--- src/rtl/vga_pkg.sv ---
// Shared types and constants for the VGA frame generator: display modes,
// default 640x480 timing, 3-bit RGB colour codes and glyph geometry.
package vga_pkg;

  typedef enum logic [1:0] {
    MODE_BLACK = 2'd0,
    MODE_BARS  = 2'd1,
    MODE_CHECK = 2'd2,
    MODE_GLYPH = 2'd3
  } disp_mode_t;

  localparam int DEF_H_ACTIVE = 640;
  localparam int DEF_H_FP     = 16;
  localparam int DEF_H_SYNC   = 96;
  localparam int DEF_H_BP     = 48;
  localparam int DEF_V_ACTIVE = 480;
  localparam int DEF_V_FP     = 10;
  localparam int DEF_V_SYNC   = 2;
  localparam int DEF_V_BP     = 33;

  // {R,G,B} bit codes
  localparam logic [2:0] C_WHITE   = 3'b111;
  localparam logic [2:0] C_YELLOW  = 3'b110;
  localparam logic [2:0] C_CYAN    = 3'b011;
  localparam logic [2:0] C_GREEN   = 3'b010;
  localparam logic [2:0] C_MAGENTA = 3'b101;
  localparam logic [2:0] C_RED     = 3'b100;
  localparam logic [2:0] C_BLUE    = 3'b001;
  localparam logic [2:0] C_BLACK   = 3'b000;

  localparam int GLYPH_SIZE = 256;

  function automatic logic [2:0] bar_color(input int bar);
    case (bar)
      0:       return C_WHITE;
      1:       return C_YELLOW;
      2:       return C_CYAN;
      3:       return C_GREEN;
      4:       return C_MAGENTA;
      5:       return C_RED;
      6:       return C_BLUE;
      default: return C_BLACK;
    endcase
  endfunction

  function automatic int iabs(input int x);
    return (x < 0) ? -x : x;
  endfunction

endpackage

--- src/rtl/vga_timing.sv ---
// Raster counters for the VGA frame generator, with combinational sync
// decode and visible-area flag for the current counter position.
module vga_timing
  import vga_pkg::*;
#(
  parameter int H_ACTIVE = DEF_H_ACTIVE,
  parameter int H_FP     = DEF_H_FP,
  parameter int H_SYNC   = DEF_H_SYNC,
  parameter int H_BP     = DEF_H_BP,
  parameter int V_ACTIVE = DEF_V_ACTIVE,
  parameter int V_FP     = DEF_V_FP,
  parameter int V_SYNC   = DEF_V_SYNC,
  parameter int V_BP     = DEF_V_BP,
  parameter int SYNC_POL = 0,
  localparam int H_TOTAL = H_ACTIVE + H_FP + H_SYNC + H_BP,
  localparam int V_TOTAL = V_ACTIVE + V_FP + V_SYNC + V_BP,
  localparam int HW      = $clog2(H_TOTAL),
  localparam int VW      = $clog2(V_TOTAL)
) (
  input  logic          clk,
  input  logic          rst,
  input  logic          pix_en,
  output logic [HW-1:0] hcnt,
  output logic [VW-1:0] vcnt,
  output logic          hsync,
  output logic          vsync,
  output logic          visible
);

  always_ff @(posedge clk) begin
    if (rst) begin
      hcnt <= '0;
      vcnt <= '0;
    end else if (pix_en) begin
      if (hcnt == HW'(H_TOTAL - 1)) begin
        hcnt <= '0;
        if (vcnt == VW'(V_TOTAL - 1)) vcnt <= '0;
        else                          vcnt <= vcnt + VW'(1);
      end else begin
        hcnt <= hcnt + HW'(1);
      end
    end
  end

  always_comb begin
    hsync = !1'(SYNC_POL);
    vsync = !1'(SYNC_POL);
    if (hcnt >= HW'(H_ACTIVE + H_FP) && hcnt <= HW'(H_ACTIVE + H_FP + H_SYNC - 1))
      hsync = 1'(SYNC_POL);
    if (vcnt >= VW'(V_ACTIVE + V_FP) && vcnt <= VW'(V_ACTIVE + V_FP + V_SYNC - 1))
      vsync = 1'(SYNC_POL);
    visible = (hcnt < HW'(H_ACTIVE)) && (vcnt < VW'(V_ACTIVE));
  end

endmodule

--- src/rtl/vga_frame_gen.sv ---
// Pipelined VGA frame generator: raster timing, frame-latched display modes
// and registered sync/colour outputs. Define VGA_PATTERN_EN to build bars/checkerboard.
module vga_frame_gen
  import vga_pkg::*;
#(
  parameter int H_ACTIVE = DEF_H_ACTIVE,
  parameter int H_FP     = DEF_H_FP,
  parameter int H_SYNC   = DEF_H_SYNC,
  parameter int H_BP     = DEF_H_BP,
  parameter int V_ACTIVE = DEF_V_ACTIVE,
  parameter int V_FP     = DEF_V_FP,
  parameter int V_SYNC   = DEF_V_SYNC,
  parameter int V_BP     = DEF_V_BP,
  parameter int COLOR_W  = 4,
  parameter int SYNC_POL = 0
) (
  input  logic               clk,
  input  logic               rst,
  input  logic               pix_en,
  input  logic [1:0]         mode,
  input  logic               char,
  output logic               hsync,
  output logic               vsync,
  output logic [COLOR_W-1:0] red,
  output logic [COLOR_W-1:0] green,
  output logic [COLOR_W-1:0] blue,
  output logic               active,
  output logic               frame_start
);

  localparam int H_TOTAL = H_ACTIVE + H_FP + H_SYNC + H_BP;
  localparam int V_TOTAL = V_ACTIVE + V_FP + V_SYNC + V_BP;
  localparam int HW      = $clog2(H_TOTAL);
  localparam int VW      = $clog2(V_TOTAL);
  localparam int H_OFF   = (H_ACTIVE - GLYPH_SIZE) / 2;
  localparam int V_OFF   = (V_ACTIVE - GLYPH_SIZE) / 2;

  logic [HW-1:0] hcnt;
  logic [VW-1:0] vcnt;
  logic          t_hsync, t_vsync, visible;
  logic          frame_first;
  disp_mode_t    mode_sh, mode_eff;
  logic          char_sh, char_eff;
  logic [2:0]    rgb;
  int            dx, dy;
  logic          in_box;
`ifdef VGA_PATTERN_EN
  int            bar;
`endif

  vga_timing #(
    .H_ACTIVE (H_ACTIVE),
    .H_FP     (H_FP),
    .H_SYNC   (H_SYNC),
    .H_BP     (H_BP),
    .V_ACTIVE (V_ACTIVE),
    .V_FP     (V_FP),
    .V_SYNC   (V_SYNC),
    .V_BP     (V_BP),
    .SYNC_POL (SYNC_POL)
  ) u_timing (
    .clk     (clk),
    .rst     (rst),
    .pix_en  (pix_en),
    .hcnt    (hcnt),
    .vcnt    (vcnt),
    .hsync   (t_hsync),
    .vsync   (t_vsync),
    .visible (visible)
  );

  assign frame_first = (hcnt == '0) && (vcnt == '0);

  always_comb begin
    // Pixel (0,0) uses the value being latched so the whole frame shares one mode.
    mode_eff = frame_first ? disp_mode_t'(mode) : mode_sh;
    char_eff = frame_first ? char : char_sh;
    dx       = int'(hcnt) - H_OFF;
    dy       = int'(vcnt) - V_OFF;
    in_box   = (dx >= 0) && (dx < GLYPH_SIZE) && (dy >= 0) && (dy < GLYPH_SIZE);
    rgb      = C_BLACK;
`ifdef VGA_PATTERN_EN
    bar = int'(hcnt) / (H_ACTIVE / 8);
    if (bar > 7) bar = 7;
`endif
    case (mode_eff)
`ifdef VGA_PATTERN_EN
      MODE_BARS:  rgb = bar_color(bar);
      MODE_CHECK: rgb = (hcnt[5] ^ vcnt[5]) ? C_WHITE : C_BLACK;
`endif
      MODE_GLYPH: begin
        if (in_box) begin
          if (!char_eff) begin
            if (iabs(dx - dy) < 4 || iabs(dx + dy - (GLYPH_SIZE - 1)) < 4) rgb = C_RED;
          end else begin
            if (dx < 8 || dx > GLYPH_SIZE - 9 || dy < 8 || dy > GLYPH_SIZE - 9) rgb = C_GREEN;
          end
        end
      end
      default: rgb = C_BLACK;
    endcase
    if (!visible) rgb = C_BLACK;
  end

  always_ff @(posedge clk) begin
    if (rst) begin
      mode_sh     <= MODE_BLACK;
      char_sh     <= 1'b0;
      hsync       <= !1'(SYNC_POL);
      vsync       <= !1'(SYNC_POL);
      red         <= '0;
      green       <= '0;
      blue        <= '0;
      active      <= 1'b0;
      frame_start <= 1'b0;
    end else begin
      frame_start <= pix_en && frame_first;
      if (pix_en) begin
        if (frame_first) begin
          mode_sh <= disp_mode_t'(mode);
          char_sh <= char;
        end
        hsync  <= t_hsync;
        vsync  <= t_vsync;
        active <= visible;
        red    <= {COLOR_W{rgb[2]}};
        green  <= {COLOR_W{rgb[1]}};
        blue   <= {COLOR_W{rgb[0]}};
      end
    end
  end

endmodule
--- config.mk ---
export PLATFORM = sky130hd
export DESIGN_NAME = vga_frame_gen
export DESIGN_NICKNAME = d
export VERILOG_FILES = /design/src/rtl/vga_pkg.sv /design/src/rtl/vga_timing.sv /design/src/rtl/vga_frame_gen.sv
export SDC_FILE = /design/constraint.sdc
export NUM_CORES = 1
export LEC_CHECK = 0
export CAP_MARGIN = 20
export CORE_ASPECT_RATIO = 0.7
export CORE_UTILIZATION = 35
export DETAILED_ROUTE_END_ITERATION = 10
export SYNTH_ARGS = -nofsm -noshare
export SYNTH_HDL_FRONTEND = slang
export SYNTH_SLANG_ARGS = --single-unit
--- constraint.sdc ---
create_clock -name clk -period 4.2 [get_ports clk]
set_input_delay 0.42 -clock clk [delete_from_list [all_inputs] [get_ports clk]]
set_output_delay 0.42 -clock clk [all_outputs]
set_load 0.03 [all_outputs]
==> metrics.yaml <==
logic_synthesis:
  async_flop_share: 0
  ys_warn_count: 0
  synth_ff_type: "dfxtp_1"
  synth_seq_cells: 29
  syn_avg_cell_area_um2: 7.82
  synth-edff-count: 0
  yosys.area.top_type: "dfxtp_1"
  synth_top_area_share: 0.189
  synth_cell_types: 59
  synth_cells: 393
  yosysSeqAreaShare: 0.189
  netlist_area_um2: 3070
  yosys-top-cells-area: "dfxtp_1, ha_1, xnor2_1"
  synth_commonest_cells: "ha_1, nor2_1, nand2_1, inv_1, dfxtp_1"
  yosysMostFrequentCell: "ha_1"
clock_network:
  post_cts_buffers: 0
  hold_buffers: 0
  h-tree-depth: 2
  cts_resized: 0
  clock_latency_ns: 0.28
  cts_inserted_buffers: 5
  cts_tree: "done"
  ctsRootBufferMaster: "clkbuf_16"
  path_clk_slew_ns: 0.06
  clockBufferDepth: 2
  clock-sinks: 29
final_layout:
  n_fill_cell: 877
  layout.nets: 446
  multi_input_area_um2: 2220
  final_util: 0.405
  area_growth_pct: 11.6
  seqCellArea_um2: 581
  drive_above_1_share: 0.0378
  diodes: 0
flow_run:
  cap_violations: 0
sta:
  fin_crit_sh: 0.829
  slew_viol_final: 0
  fin_worst_skew_ns: 0.00525
  tightest_slew_ns: 0.841
  fin_crit_ns: 3.48
  fmax_mhz: 287
  fin_setup_tns_ns: 0
  setup_viol: 0
  max_slew_margin: 0.438
  rsz0062_at_grt: "false"
  finalHoldViolCount: 0
setup_path:
  cp_slowest_stage_delay_ns: 0.42
  cp_max_fo: 10
  rr_startpoint: "u_timing.vcnt[5]$_SDFFE_PP0P_"
  crit_path_frequent_cell: "ha_1"
  crit_chain: "ha_1 -> a21oi_1 -> nor3b_1 -> ha_1 -> inv_1 -> ha_1 -> a21oi_1 -> xor2_1 -> o2111ai_1 -> nor3_1 -> nand3_1 -> nor4_1 -> mux2i_1 -> nand3_1"
  start_kind: "flip-flop"
  r2r_slack_ns: 0.72
  end_kind: "flip-flop"
  path_class: "reg2reg"
  crit_path_top_delay_cell: "dfxtp_1"
  critPathArrivalTime_ns: 3.70
  required_ns: 4.42
  reg2reg_to: "red[0]$_SDFFE_PP0P_"
  rr_worst_depth: 14
die:
  rows: 28
  start_util: 0.363
  dieHeight_um: 80.4
  dieArea_um2: 9170
  die_w_um: 114
  num_io_pins: 22
  coreArea_um2: 8480
global_routing:
  grt_pass1_wl_um: 13300
  grt_start_max_net_pins: 19
  antenna_found_initial: 0
  track_usage: 0.189
  gr-total-overflow: 0
  grt_pass1_vias: 2521
drt:
  antenna_left: 0
  drcViolationCount: 0
  firstDrtPassIters: 5
  wl_per_cell_um: 15.7
  wl_um: 8140
  via_per_inst: 5.34
  dr.first_iter.drc_count: 248
  vias: 2763
placed_design:
  place.gp.congestion: 0.881
  port_buffers: 17
  hpwl_um: 6380
power_and_ir_drop:
  powerDensity_nw_per_um2: 232
  peakVddDrop_uv: 248
  p_leak_nw: 1.41
hold_path:
  whs_endpoint: "active$_SDFFE_PP0P_"
  hold_path.class: "reg2reg"
  hp-start: "active$_SDFFE_PP0P_"
  holdPathStages: 2
status:
  outcome: "complete, no violations"
==> placed cells by master, fill, tap and decap left out, types with 5 or more instances in the layout <==
cell type / instances
nor2_1: 35
inv_1: 33
xor2_1: 20
nand4_1: 10
nand2b_1: 6
a21oi_1: 21
nand3_1: 17
nor4_1: 7
clkdlybuf4s50_1: 17
o21ai_0: 11
ha_1: 42
clkbuf_16: 5
nand2_1: 34
nor3_1: 12
dfxtp_1: 29
xnor2_1: 22
==> area by class of cell <==
| cell class | instances | area share |
|---|---|---|
| multi-input combinational | 309 | 0.648 |
| clock buffer | 6 | 0.0405 |
| sequential | 29 | 0.169 |
| clock inverter | 2 | 0.0109 |
| tap | 120 | 0.0438 |
| inverter | 33 | 0.0361 |
| timing repair buffer | 18 | 0.0518 |
==> worst max path at each step <==
stage,from,to,depth (start not counted)
after floorplan,u_timing.vcnt[4]$_SDFFE_PP0P_,red[0]$_SDFFE_PP0P_,14
after global placement,u_timing.vcnt[5]$_SDFFE_PP0P_,red[0]$_SDFFE_PP0P_,14
after detailed placement,u_timing.vcnt[5]$_SDFFE_PP0P_,red[0]$_SDFFE_PP0P_,14
after CTS,u_timing.vcnt[5]$_SDFFE_PP0P_,red[0]$_SDFFE_PP0P_,14
after global routing,u_timing.vcnt[4]$_SDFFE_PP0P_,red[0]$_SDFFE_PP0P_,14
final,u_timing.vcnt[5]$_SDFFE_PP0P_,red[0]$_SDFFE_PP0P_,14
==> kinds of logic after synthesis <==
logic type	synth area share
AOI/OAI and AO/OA	0.148
xor gates and xnor gates	0.120
adders and majority gates	0.184
buffers and inverters	0.0924
DFF	0.189
muxes	0.0167
other	0.00122
and+or+nand+nor	0.249
==> registers in the layout (all words and copies together) (netlist names) <==
name,flops
u_timing.hcnt,10
u_timing.vcnt,10
mode_sh,2
active,1
char_sh,1
frame_start,1
green,1
hsync,1
red,1
vsync,1
==> layer usage <==
layer | vias up | part of all wire | track usage
li1 | 1377 | - | -
met1 | 1272 | 0.53 | 0.299
met2 | 104 | 0.37 | 0.250
met3 | 10 | 0.083 | 0.0506
met4 | 0 | 0.0092 | 0.0247
met5 | - | 0 | 0
==> through the flow <==
step / setup slack, ns / area [um^2] / power [W] / hold slack, ns / instances
5_1_grt: 0.355 / 3430 / 0.000825 / 0.483 / 517
4_1_cts: 0.759 / 3430 / 0.000799 / 0.470 / 517
3_3_place_gp: 0.953 / 3250 / 0.000362 / 0.451 / 509
3_5_place_dp: 0.782 / 3250 / 0.000362 / 0.461 / 509
2_1_floorplan: 1.21 / 3090 / 0.000343 / 0.440 / 396
6_report: 0.719 / 3430 / 0.000794 / 0.467 / 517
==> worst max-delay path: cells and delay by family, from the launching register on <==
kind,cells,cell delay (ns)
adders and majority gates,3,0.93
AOI/OAI and AO/OA,3,0.61
and+or+nand+nor,5,0.99
muxes,1,0.13
xor gates and xnor gates,1,0.20
buffers and inverters,1,0.16
DFF,1,0.42
==> power by group <==
part / internal [W] / leakage (nW) / total [W] / switching (W)
Combinational: 0.0000264 / 1.09 / 0.0000696 / 0.0000432
Sequential: 0.000282 / 0.235 / 0.000288 / 0.00000612
Clock: 0.000296 / 0.0831 / 0.000437 / 0.000141
Power figures use the tool's default switching activity.
